`config.mk`:
```
export PLATFORM = sky130hd
export DESIGN_NAME = axis_serial_deserializer
export DESIGN_NICKNAME = d
export VERILOG_FILES = /design/src/rtl/axis_serial_deserializer.sv
export SDC_FILE = /design/constraint.sdc
export NUM_CORES = 1
export LEC_CHECK = 0
export CORE_MARGIN = 3
export CORE_UTILIZATION = 40
export DETAILED_ROUTE_END_ITERATION = 12
export GPL_TIMING_DRIVEN = 0
export PLACE_DENSITY = 0.66
export SYNTH_ARGS = -nofsm -noshare
export SYNTH_HDL_FRONTEND = slang
export SYNTH_SLANG_ARGS = --single-unit
```
`constraint.sdc`:
```
create_clock -name i_clk -period 1.89 [get_ports i_clk]
set_input_delay 0.2835 -clock i_clk [delete_from_list [all_inputs] [get_ports i_clk]]
set_output_delay 0.2835 -clock i_clk [all_outputs]
set_load 0.05 [all_outputs]
```
`src/rtl/axis_serial_deserializer.sv`:
```
// Oversampling serial frame receiver that delivers each recovered word through a 2-entry AXI-Stream buffer.
// Define DESER_PARITY_EN to expect an even-parity bit between the last data bit and the stop bit.
module axis_serial_deserializer #(
    parameter int DATA_WIDTH = 8,
    parameter int OVERSAMPLE = 4
) (
    input  logic                  i_clk,
    input  logic                  i_reset_n,
    input  logic                  i_serial,
    output logic [DATA_WIDTH-1:0] o_tdata,
    output logic                  o_tvalid,
    input  logic                  i_tready,
    output logic                  o_frame_err,
    output logic                  o_overflow,
    output logic                  o_busy
);

    localparam int CNT_W = $clog2(OVERSAMPLE);
    localparam int BIT_W = (DATA_WIDTH > 1) ? $clog2(DATA_WIDTH) : 1;

    localparam logic [CNT_W-1:0] HALF_LAST = CNT_W'(OVERSAMPLE / 2 - 1);
    localparam logic [CNT_W-1:0] FULL_LAST = CNT_W'(OVERSAMPLE - 1);
    localparam logic [BIT_W-1:0] BIT_LAST  = BIT_W'(DATA_WIDTH - 1);

    typedef enum logic [2:0] {
        ST_IDLE      = 3'd0,
        ST_START     = 3'd1,
        ST_DATA      = 3'd2,
        ST_PARITY    = 3'd3,
        ST_STOP      = 3'd4,
        ST_WAIT_IDLE = 3'd5
    } state_t;

`ifdef DESER_PARITY_EN
    // Even parity holds when data plus parity bit carry an even number of ones.
    function automatic logic even_parity_ok(input logic [DATA_WIDTH-1:0] data, input logic par);
        return ~((^data) ^ par);
    endfunction
`endif

    state_t                  state_r;
    logic [CNT_W-1:0]        cnt_r;
    logic [BIT_W-1:0]        bit_idx_r;
    logic [DATA_WIDTH-1:0]   shift_r;
    logic                    busy_r;
    logic                    frame_err_r;
`ifdef DESER_PARITY_EN
    logic                    parity_bit_r;
`endif

    logic [DATA_WIDTH-1:0]   head_r;
    logic [DATA_WIDTH-1:0]   tail_r;
    logic [1:0]              count_r;
    logic                    tvalid_r;
    logic                    overflow_r;

    logic                    tick_s;
    logic [DATA_WIDTH-1:0]   shift_next_s;
    logic                    parity_ok_s;
    logic                    push_s;
    logic                    pop_s;

    // Per-cycle decode: bit-period tick, next shift value, parity result and buffer handshakes.
    always_comb begin
        tick_s       = (cnt_r == FULL_LAST);
        shift_next_s = shift_r >> 1'b1;
        shift_next_s[DATA_WIDTH-1] = i_serial;
`ifdef DESER_PARITY_EN
        parity_ok_s  = even_parity_ok(shift_r, parity_bit_r);
`else
        parity_ok_s  = 1'b1;
`endif
        if ((state_r == ST_STOP) && tick_s && i_serial && parity_ok_s) begin
            push_s = 1'b1;
        end else begin
            push_s = 1'b0;
        end
        pop_s = tvalid_r & i_tready;
    end

    // Frame receive FSM with its counters, shift register and registered status outputs.
    always_ff @(posedge i_clk or negedge i_reset_n) begin
        if (!i_reset_n) begin
            state_r      <= ST_IDLE;
            cnt_r        <= '0;
            bit_idx_r    <= '0;
            shift_r      <= '0;
            busy_r       <= 1'b0;
            frame_err_r  <= 1'b0;
`ifdef DESER_PARITY_EN
            parity_bit_r <= 1'b0;
`endif
        end else begin
            frame_err_r <= 1'b0;
            case (state_r)
                ST_IDLE: begin
                    if (!i_serial) begin
                        state_r <= ST_START;
                        cnt_r   <= '0;
                        busy_r  <= 1'b1;
                    end
                end
                ST_START: begin
                    // Mid-bit check rejects short glitches without flagging an error.
                    if (cnt_r == HALF_LAST) begin
                        cnt_r <= '0;
                        if (i_serial) begin
                            state_r <= ST_IDLE;
                            busy_r  <= 1'b0;
                        end else begin
                            state_r   <= ST_DATA;
                            bit_idx_r <= '0;
                        end
                    end else begin
                        cnt_r <= cnt_r + CNT_W'(1);
                    end
                end
                ST_DATA: begin
                    if (tick_s) begin
                        cnt_r   <= '0;
                        shift_r <= shift_next_s;
                        if (bit_idx_r == BIT_LAST) begin
`ifdef DESER_PARITY_EN
                            state_r <= ST_PARITY;
`else
                            state_r <= ST_STOP;
`endif
                        end else begin
                            bit_idx_r <= bit_idx_r + BIT_W'(1);
                        end
                    end else begin
                        cnt_r <= cnt_r + CNT_W'(1);
                    end
                end
`ifdef DESER_PARITY_EN
                ST_PARITY: begin
                    if (tick_s) begin
                        cnt_r        <= '0;
                        parity_bit_r <= i_serial;
                        state_r      <= ST_STOP;
                    end else begin
                        cnt_r <= cnt_r + CNT_W'(1);
                    end
                end
`endif
                ST_STOP: begin
                    if (tick_s) begin
                        cnt_r <= '0;
                        if (i_serial && parity_ok_s) begin
                            state_r <= ST_IDLE;
                            busy_r  <= 1'b0;
                        end else begin
                            frame_err_r <= 1'b1;
                            state_r     <= ST_WAIT_IDLE;
                        end
                    end else begin
                        cnt_r <= cnt_r + CNT_W'(1);
                    end
                end
                ST_WAIT_IDLE: begin
                    if (i_serial) begin
                        state_r <= ST_IDLE;
                        busy_r  <= 1'b0;
                    end
                end
                default: begin
                    state_r <= ST_IDLE;
                    cnt_r   <= '0;
                    busy_r  <= 1'b0;
                end
            endcase
        end
    end

    // Two-entry output buffer: head_r is always the oldest word and drives o_tdata.
    always_ff @(posedge i_clk or negedge i_reset_n) begin
        if (!i_reset_n) begin
            head_r     <= '0;
            tail_r     <= '0;
            count_r    <= 2'd0;
            tvalid_r   <= 1'b0;
            overflow_r <= 1'b0;
        end else begin
            case (count_r)
                2'd0: begin
                    if (push_s) begin
                        head_r   <= shift_r;
                        count_r  <= 2'd1;
                        tvalid_r <= 1'b1;
                    end
                end
                2'd1: begin
                    case ({push_s, pop_s})
                        2'b11: head_r <= shift_r;
                        2'b10: begin
                            tail_r  <= shift_r;
                            count_r <= 2'd2;
                        end
                        2'b01: begin
                            count_r  <= 2'd0;
                            tvalid_r <= 1'b0;
                        end
                        default: begin
                            count_r <= 2'd1;
                        end
                    endcase
                end
                2'd2: begin
                    case ({push_s, pop_s})
                        2'b11: begin
                            head_r <= tail_r;
                            tail_r <= shift_r;
                        end
                        2'b10: overflow_r <= 1'b1;
                        2'b01: begin
                            head_r  <= tail_r;
                            count_r <= 2'd1;
                        end
                        default: begin
                            count_r <= 2'd2;
                        end
                    endcase
                end
                default: begin
                    count_r  <= 2'd0;
                    tvalid_r <= 1'b0;
                end
            endcase
        end
    end

    assign o_tdata     = head_r;
    assign o_tvalid    = tvalid_r;
    assign o_frame_err = frame_err_r;
    assign o_overflow  = overflow_r;
    assign o_busy      = busy_r;

endmodule
```
==> results.cfg, run 1 <==
[run_status]
status = finished clean

[detailed_routing]
drc = 0
vias_per_cell = 5.387
drt_iter0_markers = 81
drt_pass1_iterations = 4
wirelength_um = 3680
vias = 1379
ant_nets = 0
drt-wirelength-per-cell_um = 14.38

[logic_synthesis]
synthArstFlopShare_pct = 100.0
synth_warnings = 0
synth-seq-cells = 38
syn_inst = 175
synth_area_per_cell_um2 = 11.05
synth_seq_area_share_pct = 49.19
synth_top_flop_cell = dfrtp_1
synth_cell_types = 36
yosysTopAreaCell = dfrtp_1
synth_fp_nets = 187
synthTopCellsByArea = dfrtp_1, mux2_2, mux2_4
syn_area_um2 = 1933
yosysTopAreaCellShare_pct = 49.19
synth_edf_count = 0

[timing]
finalMaxSlewViolations = 0
setup_slack_ns = 0.05207
final-setup-viol-count = 0
timing.hold.ws_ns = 0.09368
fin_skew_ns = 0.007166
period_needed_ns = 1.838
hold_viol = 0
worst_slew_pin_slew_ns = 0.8465
slew_headroom_pct = 43.57
fmax_mhz = 544.1
post-route-period-util_pct = 97.24

[floorplan]
die_area_um2 = 5703
io_pins = 16
num_rows = 24
die_h_um = 75.52
die_w_um = 75.52
start_util_pct = 42.92
core_um2 = 4504

[hold_path]
min_path_type = in -> async

[grt]
antenna_found_initial = 0
grt_usage_pct = 14.51
grt_overflow = 0
grt_first_pass_wirelength_um = 6251
grt_pass1_vias = 1396
grt_max_degree = 39

[power]
p_sw_uw = 698.1
p_comb_share_pct = 24.1
leakagePower_uw = 0.001188
p_seq_share_pct = 40.8
p_per_area_nw_per_um2 = 981.0
p_clk_share_pct = 35.1
intPower_uw = 1659
vdd_ir_drop_max_v = 0.0005325
sw_frac_of_total_pct = 29.62

[placement]
hpwlAfterDp_um = 2498
gp_congestion = 0.8613
place.port_buffers = 15
dp_slack_ns = -0.3956

[critical_path]
cp_data_required_time_ns = 2.07
r2r_end = tail_r[7]$_DFFE_PN0P_
cp_max_fo = 8
cp.arrival_ns = 2.02
end_kind = flip-flop
timing.critical_path.from = state_r[0]$_DFFE_PN0P_
crit_type = reg -> reg
reg2regPathDepth = 7
r2r-start = state_r[0]$_DFFE_PN0P_
cp-endpoint = tail_r[7]$_DFFE_PN0P_
reg2reg_setup_slack_ns = 0.05
startpoint_type = flip-flop

[clock_network]
tritoncts = yes
path_clk_slew_ns = 0.08
numCtsBuffers = 5
clock_latency_ns = 0.29
root_buffer = clkbuf_8
cts.sinks = 38
htree_levels = 2
ctsLongestPathBuffers = 2

[finish]
nets = 215
drive_gt1_share_pct = 27.45
antenna_cells = 0
layout_commonest_cell = dfrtp_1
syn2layout_area_growth_pct = 24.27
layout_common_cells = dfrtp_1, nand2_1, mux2_2, clkdlybuf4s50_1, mux2_4

[run]
drv_cap = 0
[sequential cells by signal, summed over array words and instances, names as in the netlist]
signal	cells
o_tvalid	1
state_r	3
count_r	2
o_frame_err	1
bit_idx_r	3
o_tdata	8
cnt_r	2
o_busy	1
tail_r	8
shift_r	8
o_overflow	1
[worst min path at each step]
stage / startpoint / to / slack (ns) / depth (start not counted)
finish: i_reset_n / shift_r[6]$_DFFE_PN0P_ / 0.09 / 1
CTS: i_reset_n / o_tdata[2]$_DFFE_PN0P_ / 0.12 / 1
floorplan: i_reset_n / bit_idx_r[0]$_DFFE_PN0P_ / -0.01 / 0
global route: i_reset_n / shift_r[3]$_DFFE_PN0P_ / 0.16 / 1
detailed placement: i_reset_n / o_tdata[0]$_DFFE_PN0P_ / 0.44 / 1
global placement: o_overflow$_DFFE_PN0P_ / o_overflow$_DFFE_PN0P_ / 0.44 / 1
[power groups by stage]
| stage | Combinational, uW | Sequential [uW] | Clock (uW) |
|---|---|---|---|
| floorplan | 337 | 1010 | 0 |
| global placement | 481 | 982 | 0 |
| detailed placement | 495 | 988 | 0 |
| CTS | 537 | 962 | 847 |
| global route | 641 | 973 | 880 |
| finish | 568 | 962 | 826 |
[cell families after synthesis]
group	synth area share [%]
simple gates	15.60
flops	49.19
compound gates	9.451
mux	16.12
buf+inv	4.013
fa+ha+maj	5.178
xor+xnor	0.4532
[what timing repair did]
| action | in CTS | in global routing |
|---|---|---|
| setup buffers | 3 | 4 |
| resized for setup | 8 | 7 |
| pin swaps | 1 | 4 |
| hold buffers | 0 | 0 |
| endpoints found under the setup margin | 16 | 16 |
[critical path: stages (launching register included)]
cell	delay, ns
dfrtp_2	0.44
nor3b_4	0.25
nand3_4	0.12
inv_4	0.10
ha_4	0.15
a22o_1	0.16
buf_6	0.15
mux2_2	0.33
[layer usage]
layer  routed length (um)  GRT usage, %  part of all wire [%]
met5                    0             0                     0
met4                   74         6.796                   2.0
met3                  109         3.694                   3.0
met2                 1835         24.45                    50
met1                 1661         17.33                    45
[per-stage QoR]
step	setup TNS, ns	instances	utilization [%]	total power [uW]	instance area, um2
after floorplan	0	175	-	1345	1947
after global routing	-0.3120	256	53.33	2493	2402
after global placement	-19.48	242	48.00	1463	2162
after detailed placement	-6.029	242	47.89	1483	2157
final	0	256	53.33	2357	2402
after CTS	0	252	51.83	2346	2335
[final cells by class]
type,count,area [um2]
repair buffers,22,197.7
fillers,373,2102
inverters,7,28.78
clock buffers,5,68.82
plain buffers,8,57.56
well taps,52,65.06
multi-input cells,121,963.4
flip-flops and latches,38,952.2
clock inverters,3,68.82
[cell usage after synthesis, types with 2 or more instances]
cell / count
buf_4: 2
ha_1: 8
nor3b_1: 2
nand2_1: 30
mux2_2: 17
inv_1: 7
o21ai_0: 8
nand3_1: 4
buf_2: 2
nor3_1: 3
dfrtp_1: 38
nand2b_1: 2
nor2b_1: 6
a21o_1: 3
clkbuf_1: 4
a21oi_1: 5
nor2_1: 6
mux2_4: 8
a22o_1: 3
(Power assumes the default switching activity.)
==> inputs of run 2 (changes only) <==
- CORE_MARGIN: 3 -> 5
==> results.cfg, run 2 (synthesis gave the netlist of run 1 again) <==
[run_status]
status = finished clean

[grt]
grt_pass1_vias = 1370
grt_usage_pct = 12.68
grt_overflow = 0
antenna_found_initial = 0
grt_first_pass_wirelength_um = 6175
grt_max_degree = 39

[clock_network]
tritoncts = yes
numCtsBuffers = 5
path_clk_slew_ns = 0.08
ctsLongestPathBuffers = 2
clock_latency_ns = 0.30
ctsHoldBuffers = 0
root_buffer = clkbuf_8
htree_levels = 2
cts.sinks = 38

[floorplan]
core_um2 = 4723
num_rows = 25
start_util_pct = 40.93
io_pins = 16
die_w_um = 79.52
die_area_um2 = 6323
die_h_um = 79.52

[timing]
finalMaxSlewViolations = 0
fmax_mhz = 537.1
post-route-period-util_pct = 98.51
final-setup-viol-count = 0
rsz0062_at_grt = yes
period_needed_ns = 1.862
slew_headroom_pct = 44.02
hold_viol = 0
fin_skew_ns = 0.01252
setup_tns_ns = 0
worst_slew_pin_slew_ns = 0.8397

[finish]
nets = 218
syn2layout_area_growth_pct = 25.76
layout_commonest_cell = dfrtp_1
antenna_cells = 0
finish.instance_area_um2 = 2431
layout_common_cells = dfrtp_1, nand2_1, mux2_4, clkdlybuf4s50_1, buf_4
fill_cells = 432
drive_gt1_share_pct = 28.02

[critical_path]
reg2reg_setup_slack_ns = 0.03
r2r-start = state_r[2]$_DFFE_PN0P_
end_kind = flip-flop
r2r_end = o_tdata[5]$_DFFE_PN0P_
crit_type = reg -> reg
cp_data_required_time_ns = 2.07
reg2regPathDepth = 7
cp.arrival_ns = 2.04
cp_max_fo = 8
startpoint_type = flip-flop

[placement]
dpl-instance-area_um2 = 2176
gp_congestion = 0.8036
hpwlAfterDp_um = 2259
place.port_buffers = 15

[detailed_routing]
drc = 0
drt-wirelength-per-cell_um = 13.06
vias = 1362
vias_per_cell = 4.971
drt_iter0_markers = 39
drt_pass1_iterations = 4
wirelength_um = 3579
ant_nets = 0

[power]
vdd_ir_drop_max_v = 0.0007020
leakagePower_uw = 0.001192
p_per_area_nw_per_um2 = 915.6

[hold_path]
min_path_type = in -> async

[run]
drv_cap = 0
## run 2: cell types whose count changed in the layout (fill, tap and decap cells not counted)
cell,change
ha_2,+1
clkinvlp_4,+2
ha_4,-1
mux2_2,-7
mux2_4,+7
buf_4,+3
clkinv_4,-1
bufinv_16,-1
nand3_1,+1
nand3_2,-1
## run 2: report_power, final
part / internal, uW / leakage, uW / total [uW] / switching [uW]
sequential: 888 / 0.000517 / 960 / 72.1
combinational: 248 / 0.000624 / 568 / 319
clock: 393 / 0.0000504 / 699 / 306
## run 2: cell type report
| class | count | area, um2 | area share (%) |
|---|---|---|---|
| multi-input combinational | 121 | 974.7 | 40.09 |
| inverter | 7 | 28.78 | 1.184 |
| sequential | 38 | 952.2 | 39.17 |
| tap | 67 | 83.83 | 3.448 |
| clock inverter | 3 | 45.04 | 1.853 |
| buffer | 8 | 53.80 | 2.213 |
| clock buffer | 5 | 68.82 | 2.831 |
| timing repair buffer | 25 | 224.0 | 9.213 |
## run 2: worst max-delay path by stage
| stage | slack (ns) | endpoint | cells past startpoint | startpoint |
|---|---|---|---|---|
| final | 0.03 | o_tdata[5]$_DFFE_PN0P_ | 7 | state_r[2]$_DFFE_PN0P_ |
| after global routing | -0.06 | o_tdata[5]$_DFFE_PN0P_ | 6 | state_r[0]$_DFFE_PN0P_ |
| after CTS | 0.02 | tail_r[5]$_DFFE_PN0P_ | 8 | state_r[2]$_DFFE_PN0P_ |
| after detailed placement | -0.40 | tail_r[5]$_DFFE_PN0P_ | 7 | i_serial |
| after global placement | -0.42 | o_tdata[5]$_DFFE_PN0P_ | 1 | i_reset_n |
| after floorplan | 0.007 | o_tdata[0]$_DFFE_PN0P_ | 9 | cnt_r[0]$_DFFE_PN0P_ |
## run 2: per-layer routing
layer,track usage [%],routed length [um]
met1,16.18,1761
met2,19.70,1610
met3,3.047,125
met4,6.873,82
met5,0,0
## run 2: worst max-delay path: stages, from the launching register on
cell     delay (ns)
dfrtp_1        0.32
buf_4          0.15
nor3b_4        0.25
nand3_4        0.13
buf_6          0.15
o311a_1        0.29
buf_6          0.16
mux2_4         0.30
## run 2: stage by stage
step	total power, uW	cells	setup WS, ns	hold WS [ns]	utilization (%)
after global placement	1471	257	-0.4165	0.4390	46.17
after CTS	2232	269	0.01626	0.1065	49.64
final	2226	274	0.02819	0.08388	51.47
after detailed placement	1479	257	-0.3987	0.4373	46.07
after global routing	2356	274	-0.05834	0.1685	51.47
after floorplan	1345	175	0.006945	-0.01209	-
## run 2: repair_timing
action | 4_1_cts | 5_1_grt
buffers inserted | 5 | 5
pin swaps | 1 | 3
cloned | 0 | 0
resized for setup | 8 | 12
setup endpoints to repair | 16 | 17
